File: src/rtl/bus_referee_rr.sv
// Round-robin referee sharing one req/ack responder among NUM_REQ requesters, with a timeout watchdog.
// Grant one edge after a sampled request; ack pulses one edge after winner_ack or timeout; requesters wait on req, never dropped.
module bus_referee_rr #(
    parameter int NUM_REQ        = 4,
    parameter int REQ_DATA_WIDTH = 8,
    parameter int ACK_DATA_WIDTH = 8,
    parameter int TIMEOUT        = 16
) (
    input  logic                              clk,
    input  logic                              rst,
    input  logic [NUM_REQ-1:0]                req,
    input  logic [NUM_REQ*REQ_DATA_WIDTH-1:0] data_req,
    output logic [NUM_REQ-1:0]                ack,
    output logic [ACK_DATA_WIDTH-1:0]         data_ack,
    output logic                              err,
    output logic [$clog2(NUM_REQ)-1:0]        grant_id,
    output logic                              busy,
    output logic                              winner_req,
    output logic [REQ_DATA_WIDTH-1:0]         winner_data_req,
    input  logic                              winner_ack,
    input  logic [ACK_DATA_WIDTH-1:0]         winner_data_ack
);
    localparam int IW = $clog2(NUM_REQ);
    localparam int CW = (TIMEOUT > 1) ? $clog2(TIMEOUT) : 1;

    localparam logic [1:0] ST_IDLE = 2'd0;
    localparam logic [1:0] ST_BUSY = 2'd1;
    localparam logic [1:0] ST_DONE = 2'd2;

    logic [1:0]                state_q, state_d;
    logic [IW-1:0]             ptr_q, ptr_d;
    logic [IW-1:0]             gid_q, gid_d;
    logic [CW-1:0]             cnt_q, cnt_d;
    logic                      wreq_q, wreq_d;
    logic [REQ_DATA_WIDTH-1:0] wdat_q, wdat_d;
    logic [NUM_REQ-1:0]        ack_q, ack_d;
    logic [ACK_DATA_WIDTH-1:0] dack_q, dack_d;
    logic                      err_q, err_d;
    logic [IW-1:0]             pick;
    logic [IW:0]               idx;
    logic                      tmo;

    // Scan offsets high to low so the smallest offset from ptr wins last.
    always_comb begin
        pick = '0;
        idx  = '0;
        for (int i = NUM_REQ - 1; i >= 0; i--) begin
            idx = {1'b0, ptr_q} + (IW+1)'(i);
            if (idx >= (IW+1)'(NUM_REQ)) begin
                idx = idx - (IW+1)'(NUM_REQ);
            end
            if (req[idx[IW-1:0]]) begin
                pick = idx[IW-1:0];
            end
        end
    end

    assign tmo = (TIMEOUT != 0) && (cnt_q == CW'(TIMEOUT - 1));

    always_comb begin
        state_d = state_q;
        ptr_d   = ptr_q;
        gid_d   = gid_q;
        cnt_d   = cnt_q;
        wreq_d  = wreq_q;
        wdat_d  = wdat_q;
        ack_d   = '0;
        dack_d  = '0;
        err_d   = 1'b0;
        case (state_q)
            ST_IDLE: begin
                if (req != '0) begin
                    gid_d   = pick;
                    wdat_d  = data_req[int'(pick)*REQ_DATA_WIDTH +: REQ_DATA_WIDTH];
                    wreq_d  = 1'b1;
                    cnt_d   = '0;
                    state_d = ST_BUSY;
                end
            end
            ST_BUSY: begin
                // A real acknowledge beats a watchdog expiry on the same edge.
                if (winner_ack) begin
                    wreq_d       = 1'b0;
                    ack_d[gid_q] = 1'b1;
                    dack_d       = winner_data_ack;
                    state_d      = ST_DONE;
                end else if (tmo) begin
                    wreq_d       = 1'b0;
                    ack_d[gid_q] = 1'b1;
                    err_d        = 1'b1;
                    state_d      = ST_DONE;
                end else begin
                    cnt_d = cnt_q + CW'(1);
                end
            end
            ST_DONE: begin
                ptr_d   = (gid_q == IW'(NUM_REQ - 1)) ? '0 : gid_q + IW'(1);
                state_d = ST_IDLE;
            end
            default: state_d = ST_IDLE;
        endcase
    end

    always_ff @(posedge clk) begin
        if (rst) begin
            state_q <= ST_IDLE;
            ptr_q   <= '0;
            gid_q   <= '0;
            cnt_q   <= '0;
            wreq_q  <= 1'b0;
            wdat_q  <= '0;
            ack_q   <= '0;
            dack_q  <= '0;
            err_q   <= 1'b0;
        end else begin
            state_q <= state_d;
            ptr_q   <= ptr_d;
            gid_q   <= gid_d;
            cnt_q   <= cnt_d;
            wreq_q  <= wreq_d;
            wdat_q  <= wdat_d;
            ack_q   <= ack_d;
            dack_q  <= dack_d;
            err_q   <= err_d;
        end
    end

    assign ack             = ack_q;
    assign data_ack        = dack_q;
    assign err             = err_q;
    assign grant_id        = gid_q;
    assign busy            = (state_q != ST_IDLE);
    assign winner_req      = wreq_q;
    assign winner_data_req = wdat_q;
endmodule

File: config.mk
export PLATFORM = sky130hd
export DESIGN_NAME = bus_referee_rr
export DESIGN_NICKNAME = d
export VERILOG_FILES = /design/src/rtl/bus_referee_rr.sv
export SDC_FILE = /design/constraint.sdc
export NUM_CORES = 1
export LEC_CHECK = 0
export CAP_MARGIN = 5
export CORE_MARGIN = 2
export CORE_UTILIZATION = 42
export DETAILED_ROUTE_END_ITERATION = 6
export GPL_TIMING_DRIVEN = 0
export PLACE_DENSITY_LB_ADDON = 0.25
export SLEW_MARGIN = 15
export SYNTH_ARGS = -nofsm -noshare
export SYNTH_HDL_FRONTEND = slang
export SYNTH_SLANG_ARGS = --single-unit
export TNS_END_PERCENT = 5
File: constraint.sdc
create_clock -name clk -period 2.17 [get_ports clk]
set_input_delay 0.217 -clock clk [delete_from_list [all_inputs] [get_ports clk]]
set_output_delay 0.217 -clock clk [all_outputs]
set_load 0.02 [all_outputs]
==> flow_metrics.env, run 1 <==
export IMPL_synth_seq_area_share=0.4555
export IMPL_place_congestion=0.6899
export IMPL_stdcell_count=272
export IMPL_fill_cells=272
export IMPL_comb_power_share=0.290
export IMPL_dpl_cell_area_mm2=0.002175
export IMPL_rsz0062_at_grt="false"
export IMPL_root_buffer="clkbuf_4"
export IMPL_start_kind="input port"
export IMPL_clkTransAtPathRegs_ns=0.10
export IMPL_tritoncts="done"
export IMPL_pwr_share_seq=0.430
export IMPL_required_ns=2.42
export IMPL_grt_pass1_wl_um=5216
export IMPL_finalSetupViolations=0
export IMPL_place_hpwl_um=2771
export IMPL_rows=21
export IMPL_clock_sinks=32
export IMPL_synth_top_area_frac=0.4555
export IMPL_hold_buffers=0
export IMPL_fin_crit_sh=0.8735
export IMPL_status="finished clean"
export IMPL_min_path_type="input port to register"
export IMPL_endpoint_kind="register"
export IMPL_fin_area_mm2=0.002251
export IMPL_switching_share=0.2824
export IMPL_place_inst=264
export IMPL_grt_overflow=0
export IMPL_p_leak_uw=0.0008903
export IMPL_cts_buffers=5
export IMPL_clk_latency_ns=0.33
export IMPL_drive_above_1_share=0.05752
export IMPL_hold_viol_final=0
export IMPL_timing_fmax_mhz=527.6
export IMPL_ys_ff_latch=32
export IMPL_p_int_uw=1136
export IMPL_hp_start="winner_data_ack[7]"
export IMPL_synth_cell_type_count=31
export IMPL_io_buffers=71
export IMPL_synthTopCellsByArea="dfxtp_1 46%, mux2i_1 14%, o221ai_1 5.0%"
export IMPL_cts_resized=0
export IMPL_ys_top_cells_by_count="32 x dfxtp_1, 20 x mux2i_1, 14 x nand2_1, 11 x nor2_1, 9 x and3_1"
export IMPL_antenna_found_initial=0
export IMPL_top_layer_used="met4"
export IMPL_antenna_cells=0
export IMPL_yosysWarnings=0
export IMPL_holdPathStages=2
export IMPL_p_switching_uw=447.3
export IMPL_wl_per_cell_um=12.52
export IMPL_netlist_area_mm2=0.001406
export IMPL_worstMarginPinSlew_ns=0.5023
export IMPL_slew_viol_final=0
export IMPL_drt_vias_per_instance=4.982
export IMPL_grt_use_total=0.1896
export IMPL_dieArea_mm2=0.003827
export IMPL_cellPowerDensity_mw_per_mm2=703.6
export IMPL_crit_type="input port to register"
export IMPL_nNetsFinal=277
export IMPL_cts_buffer_depth=2
export IMPL_post_cts_buffers=0
export IMPL_grt_max_degree=11
export IMPL_coreArea_mm2=0.003284
export IMPL_htree_levels=2
export IMPL_rr_worst_depth=7
export IMPL_fin_crit_ns=1.895
export IMPL_cp_startpoint="req[2]"
export IMPL_drv_cap=0
export IMPL_num_vias=1355
export IMPL_worstReg2RegStart="state_q[1]"
export IMPL_syn_inst=147
export IMPL_start_util=0.4282
export IMPL_crit_arrival_ns=2.14
export IMPL_path_max_fanout=8
export IMPL_syn_to_final_growth_pct=60.05
export IMPL_fin_hold_ws_ns=0.4616
export IMPL_fp_dieH_um=61.87
export IMPL_grt_pass1_vias=1250
export IMPL_async_flop_share=0
export IMPL_synth_edff_count=0
export IMPL_p_clk_frac=0.280
export IMPL_post_route_drc_count=0
export IMPL_skew_ns=0.009313
export IMPL_tns_ns=0
export IMPL_yosysMostFrequentCell="dfxtp_1"
export IMPL_synth_nets=199
export IMPL_syn_avg_cell_area_um2=9.567
export IMPL_routed_wl_um=3406
export IMPL_die_width_um=61.87
export IMPL_max_slew_margin=0.6620
export IMPL_synth_largest_area_cell="dfxtp_1"
export IMPL_drtPass1Iterations=4
export IMPL_drtIter0Drc=28
export IMPL_ant_nets=0
export IMPL_wl_met3_um=264
export IMPL_power_uw=1584
export IMPL_io_pins=72
export IMPL_synth_main_ff_cell="dfxtp_1"
export IMPL_dr_wl_met2_um=1710
export IMPL_drt_met1_wl_um=1347
export IMPL_vdd_drop_max_v=0.0004913
[placed cells by master, fill, tap and decap left out, types with 2 or more instances in the layout]
cell,n
and2_1,5
nand2_1,14
a21oi_1,8
mux2i_1,20
ha_1,5
or2b_1,2
o21ai_0,6
and3_1,9
clkbuf_4,5
inv_1,3
nor2_1,11
nand2b_1,2
o221ai_1,8
buf_4,2
clkbuf_1,5
dfxtp_1,32
clkdlybuf4s50_1,71
[cell type report]
type / count / area [µm²] / share of cell area
Timing Repair Buffer: 71 / 710.7 / 0.3157
Multi-Input combinational cell: 104 / 708.2 / 0.3146
Sequential cell: 32 / 640.6 / 0.2846
Tap cell: 46 / 57.56 / 0.02557
Buffer: 8 / 46.29 / 0.02057
Clock buffer: 6 / 41.29 / 0.01834
Clock inverter: 2 / 35.03 / 0.01556
Inverter: 3 / 11.26 / 0.005003
[cell families (layout without fill, tap and decap cells)]
kind of cell | count (synthesis) | after routing | synth area share
buffers and inverters | 11 | 90 | 0.04091
AOI/OAI and AO/OA | 26 | 26 | 0.1219
adders and majority gates | 5 | 5 | 0.04448
muxes | 20 | 20 | 0.1423
and+or+nand+nor | 53 | 53 | 0.1948
DFF | 32 | 32 | 0.4555
[power by group through the flow]
stage	logic (µW)	clock network (µW)	registers, µW
final	459	444	681
after global routing	496	485	688
after CTS	464	452	681
after detailed placement	461	0	694
after global placement	449	0	690
after floorplan	192	0	739
[metrics by stage]
step,util,setup slack (ns)
finish,0.6853,0.2745
floorplan,-,0.6371
global placement,0.6621,0.01819
CTS,0.6853,0.2985
global route,0.6853,0.1060
detailed placement,0.6621,-0.03929
[layer usage]
metal,vias to the layer above,global-route usage
li1,678,-
met1,620,0.2015
met2,48,0.3308
met3,9,0.06832
met4,0,0.09422
met5,-,0
[state kept, by name, summed over array words and instances (netlist names)]
register / count
data_ack: 8
grant_id: 2
winner_data_req: 8
ptr_q: 2
state_q: 2
cnt_q: 4
ack: 4
err: 1
winner_req: 1
[path summary, 6_finish.rpt]
path	to	slack, ns
hold reg to reg	winner_data_req[7]	0.48
setup reg to reg	winner_data_req[5]	0.53
setup / recovery	winner_data_req[4]	0.27
hold / removal	data_ack[7]	0.46
[worst max-delay path: stages]
cell and delay, ns:
clkdlybuf4s50_1 0.48, nor4_1 0.50, or2_1 0.18, buf_6 0.12, nor2b_1 0.12, clkbuf_1 0.33
nand2_1 0.10, o221ai_1 0.08
(Power assumes the default switching activity.)
==> run 2: changes to the inputs <==
- CORE_UTILIZATION: 42 -> 30
- SLEW_MARGIN: 15 -> not set
==> run 2 against run 1 <==
Register-to-register slack hardly changed. Critical path type unchanged. Flip-flop and latch count did not move. Largest cell class unchanged. Setup slack lost 0.016 ns. Count of clock-buffer cells in the layout is 1 higher. Maximum frequency shrank 0.82%.
==> flow_metrics.env, run 2 (synthesis gave the netlist of run 1 again) <==
export IMPL_cp_startpoint="req[2]"
export IMPL_rows=24
export IMPL_place_congestion=0.7696
export IMPL_cts_buffer_depth=2
export IMPL_post_cts_buffers=0
export IMPL_crit_cells=8
export IMPL_r2r_slack_ns=0.52
export IMPL_grt_overflow=0
export IMPL_grt_max_degree=11
export IMPL_skew_ns=0.004746
export IMPL_start_kind="input port"
export IMPL_p_switching_uw=439.2
export IMPL_required_ns=2.35
export IMPL_nNetsFinal=277
export IMPL_cts_resized=0
export IMPL_cp_cell_sequence="clkdlybuf4s50_1 -> nor4_1 -> or2_1 -> buf_6 -> nor2b_1 -> clkbuf_1 -> nand2_1 -> o221ai_1"
export IMPL_post_route_drc_count=0
export IMPL_path_buf_inv=3
export IMPL_worstMarginPinSlew_ns=0.4431
export IMPL_die_width_um=72.47
export IMPL_grt_pass1_wl_um=5471
export IMPL_drv_cap=0
export IMPL_fin_crit_sh=0.8807
export IMPL_gr_usage_met2=0.2039
export IMPL_path_delay_family="buffers and inverters"
export IMPL_coreArea_mm2=0.004444
export IMPL_cts_buffers=5
export IMPL_antenna_found_initial=0
export IMPL_p_int_uw=1301
export IMPL_worstReg2RegStart="ptr_q[0]"
export IMPL_fp_dieH_um=72.47
export IMPL_use_met3=0.07361
export IMPL_clock_sinks=32
export IMPL_clkTransAtPathRegs_ns=0.06
export IMPL_grt_use_total=0.1332
export IMPL_drtIter0Drc=53
export IMPL_final_common_cell="clkdlybuf4s50_1"
export IMPL_top_usage_layer="met2"
export IMPL_routed_wl_um=3243
export IMPL_postLayoutCoreUtil=0.5194
export IMPL_ant_nets=0
export IMPL_p_clk_frac=0.348
export IMPL_status="finished clean"
export IMPL_path_max_fanout=8
export IMPL_start_util=0.3164
export IMPL_final_cell_mix="71 x clkdlybuf4s50_1, 32 x dfxtp_1, 20 x mux2i_1, 14 x nand2_1, 11 x nor2_1"
export IMPL_drive_above_1_share=0.06195
export IMPL_num_vias=1302
export IMPL_crit_type="input port to register"
export IMPL_p_leak_uw=0.0009125
export IMPL_min_path_type="register to register"
export IMPL_syn_to_final_growth_pct=64.15
export IMPL_rr_worst_depth=7
export IMPL_hold_buffers=0
export IMPL_max_slew_margin=0.7018
export IMPL_grt_use_met1=0.1593
export IMPL_tritoncts="done"
export IMPL_rsz0062_at_grt="false"
export IMPL_place_hpwl_um=2534
export IMPL_slowest_delay_ns=0.49
export IMPL_fin_crit_ns=1.911
export IMPL_r2r_end="winner_data_req[7]"
export IMPL_slew_viol_final=0
export IMPL_antenna_cells=0
export IMPL_htree_levels=2
export IMPL_drtPass1Iterations=5
export IMPL_critPathSlowestCell="clkdlybuf4s50_1"
export IMPL_grt_pass1_vias=1267
export IMPL_timing_fmax_mhz=523.2
export IMPL_hold_viol_final=0
export IMPL_clk_latency_ns=0.27
export IMPL_switching_share=0.2524
export IMPL_drt_vias_per_instance=4.683
export IMPL_cellPowerDensity_mw_per_mm2=753.8
export IMPL_wl_per_cell_um=11.67
export IMPL_endpoint_kind="register"
export IMPL_io_pins=72
export IMPL_root_buffer="clkbuf_8"
export IMPL_finalSetupViolations=0
export IMPL_cp_endpoint="winner_data_req[4]"
export IMPL_pwr_share_seq=0.390
export IMPL_io_buffers=71
export IMPL_vdd_drop_max_v=0.0004056
export IMPL_crit_arrival_ns=2.09
export IMPL_dieArea_mm2=0.005251
export IMPL_comb_power_share=0.262
export IMPL_tns_ns=0
-- run 2: through the flow --
stage          worst slack (ns)  hold WS [ns]  area, µm²  total power, µW  std cells
2_1_floorplan            0.6371        0.3695       1406            931.2        147
3_3_place_gp            0.02089        0.4445       2182             1148        270
3_5_place_dp            0.04194        0.4489       2182             1152        270
4_1_cts                  0.3170        0.4687       2308             1771        278
5_1_grt                 0.09994        0.5055       2308             1841        278
6_report                 0.2588        0.4627       2308             1740        278
-- run 2: worst min path at each step --
stage,startpoint,end,slack [ns],cells past startpoint
after detailed placement,winner_data_req[1],winner_data_req[1],0.45,2
after floorplan,winner_data_ack[0],data_ack[0],0.37,1
final,winner_data_req[2],winner_data_req[2],0.46,2
after global placement,winner_data_req[5],winner_data_req[5],0.44,2
after CTS,cnt_q[3],cnt_q[3],0.47,1
after global routing,winner_data_req[2],winner_data_req[2],0.51,2
-- run 2: cell type report --
type,count,area [µm²]
Fill cell,434,2136
Timing Repair Buffer,71,710.7
Sequential cell,32,640.6
Clock inverter,1,30.03
Tap cell,52,65.06
Multi-Input combinational cell,104,708.2
Buffer,8,46.29
Clock buffer,7,96.34
Inverter,3,11.26
-- run 2: power groups by stage --
stage          Sequential [µW]  Combinational, µW  Clock, µW
6_report                   679                456        605
5_1_grt                    687                501        653
4_1_cts                    680                462        630
3_5_place_dp               692                460          0
3_3_place_gp               690                457          0
2_1_floorplan              739                192          0
-- run 2: tightest hold or removal path, cell delays in order, from the launching register on --
cell,delay [ns]
dfxtp_1,0.33
nand2_1,0.05
o221ai_1,0.05
-- run 2: metal layers --
metal  part of all wire  wire, µm  up-vias
met2               0.43      1379       60
li1                   -         -      676
met3               0.11       357        4
met1               0.46      1490      562
met5                  0         0        -
met4             0.0049        16        0
==> run 3: changes to the inputs <==
- CORE_UTILIZATION: 30 -> 42
- SETUP_SLACK_MARGIN: not set -> 0.02
==> results of run 3 <==
The final DEF is identical to that of run 1; final timing and power are the same.
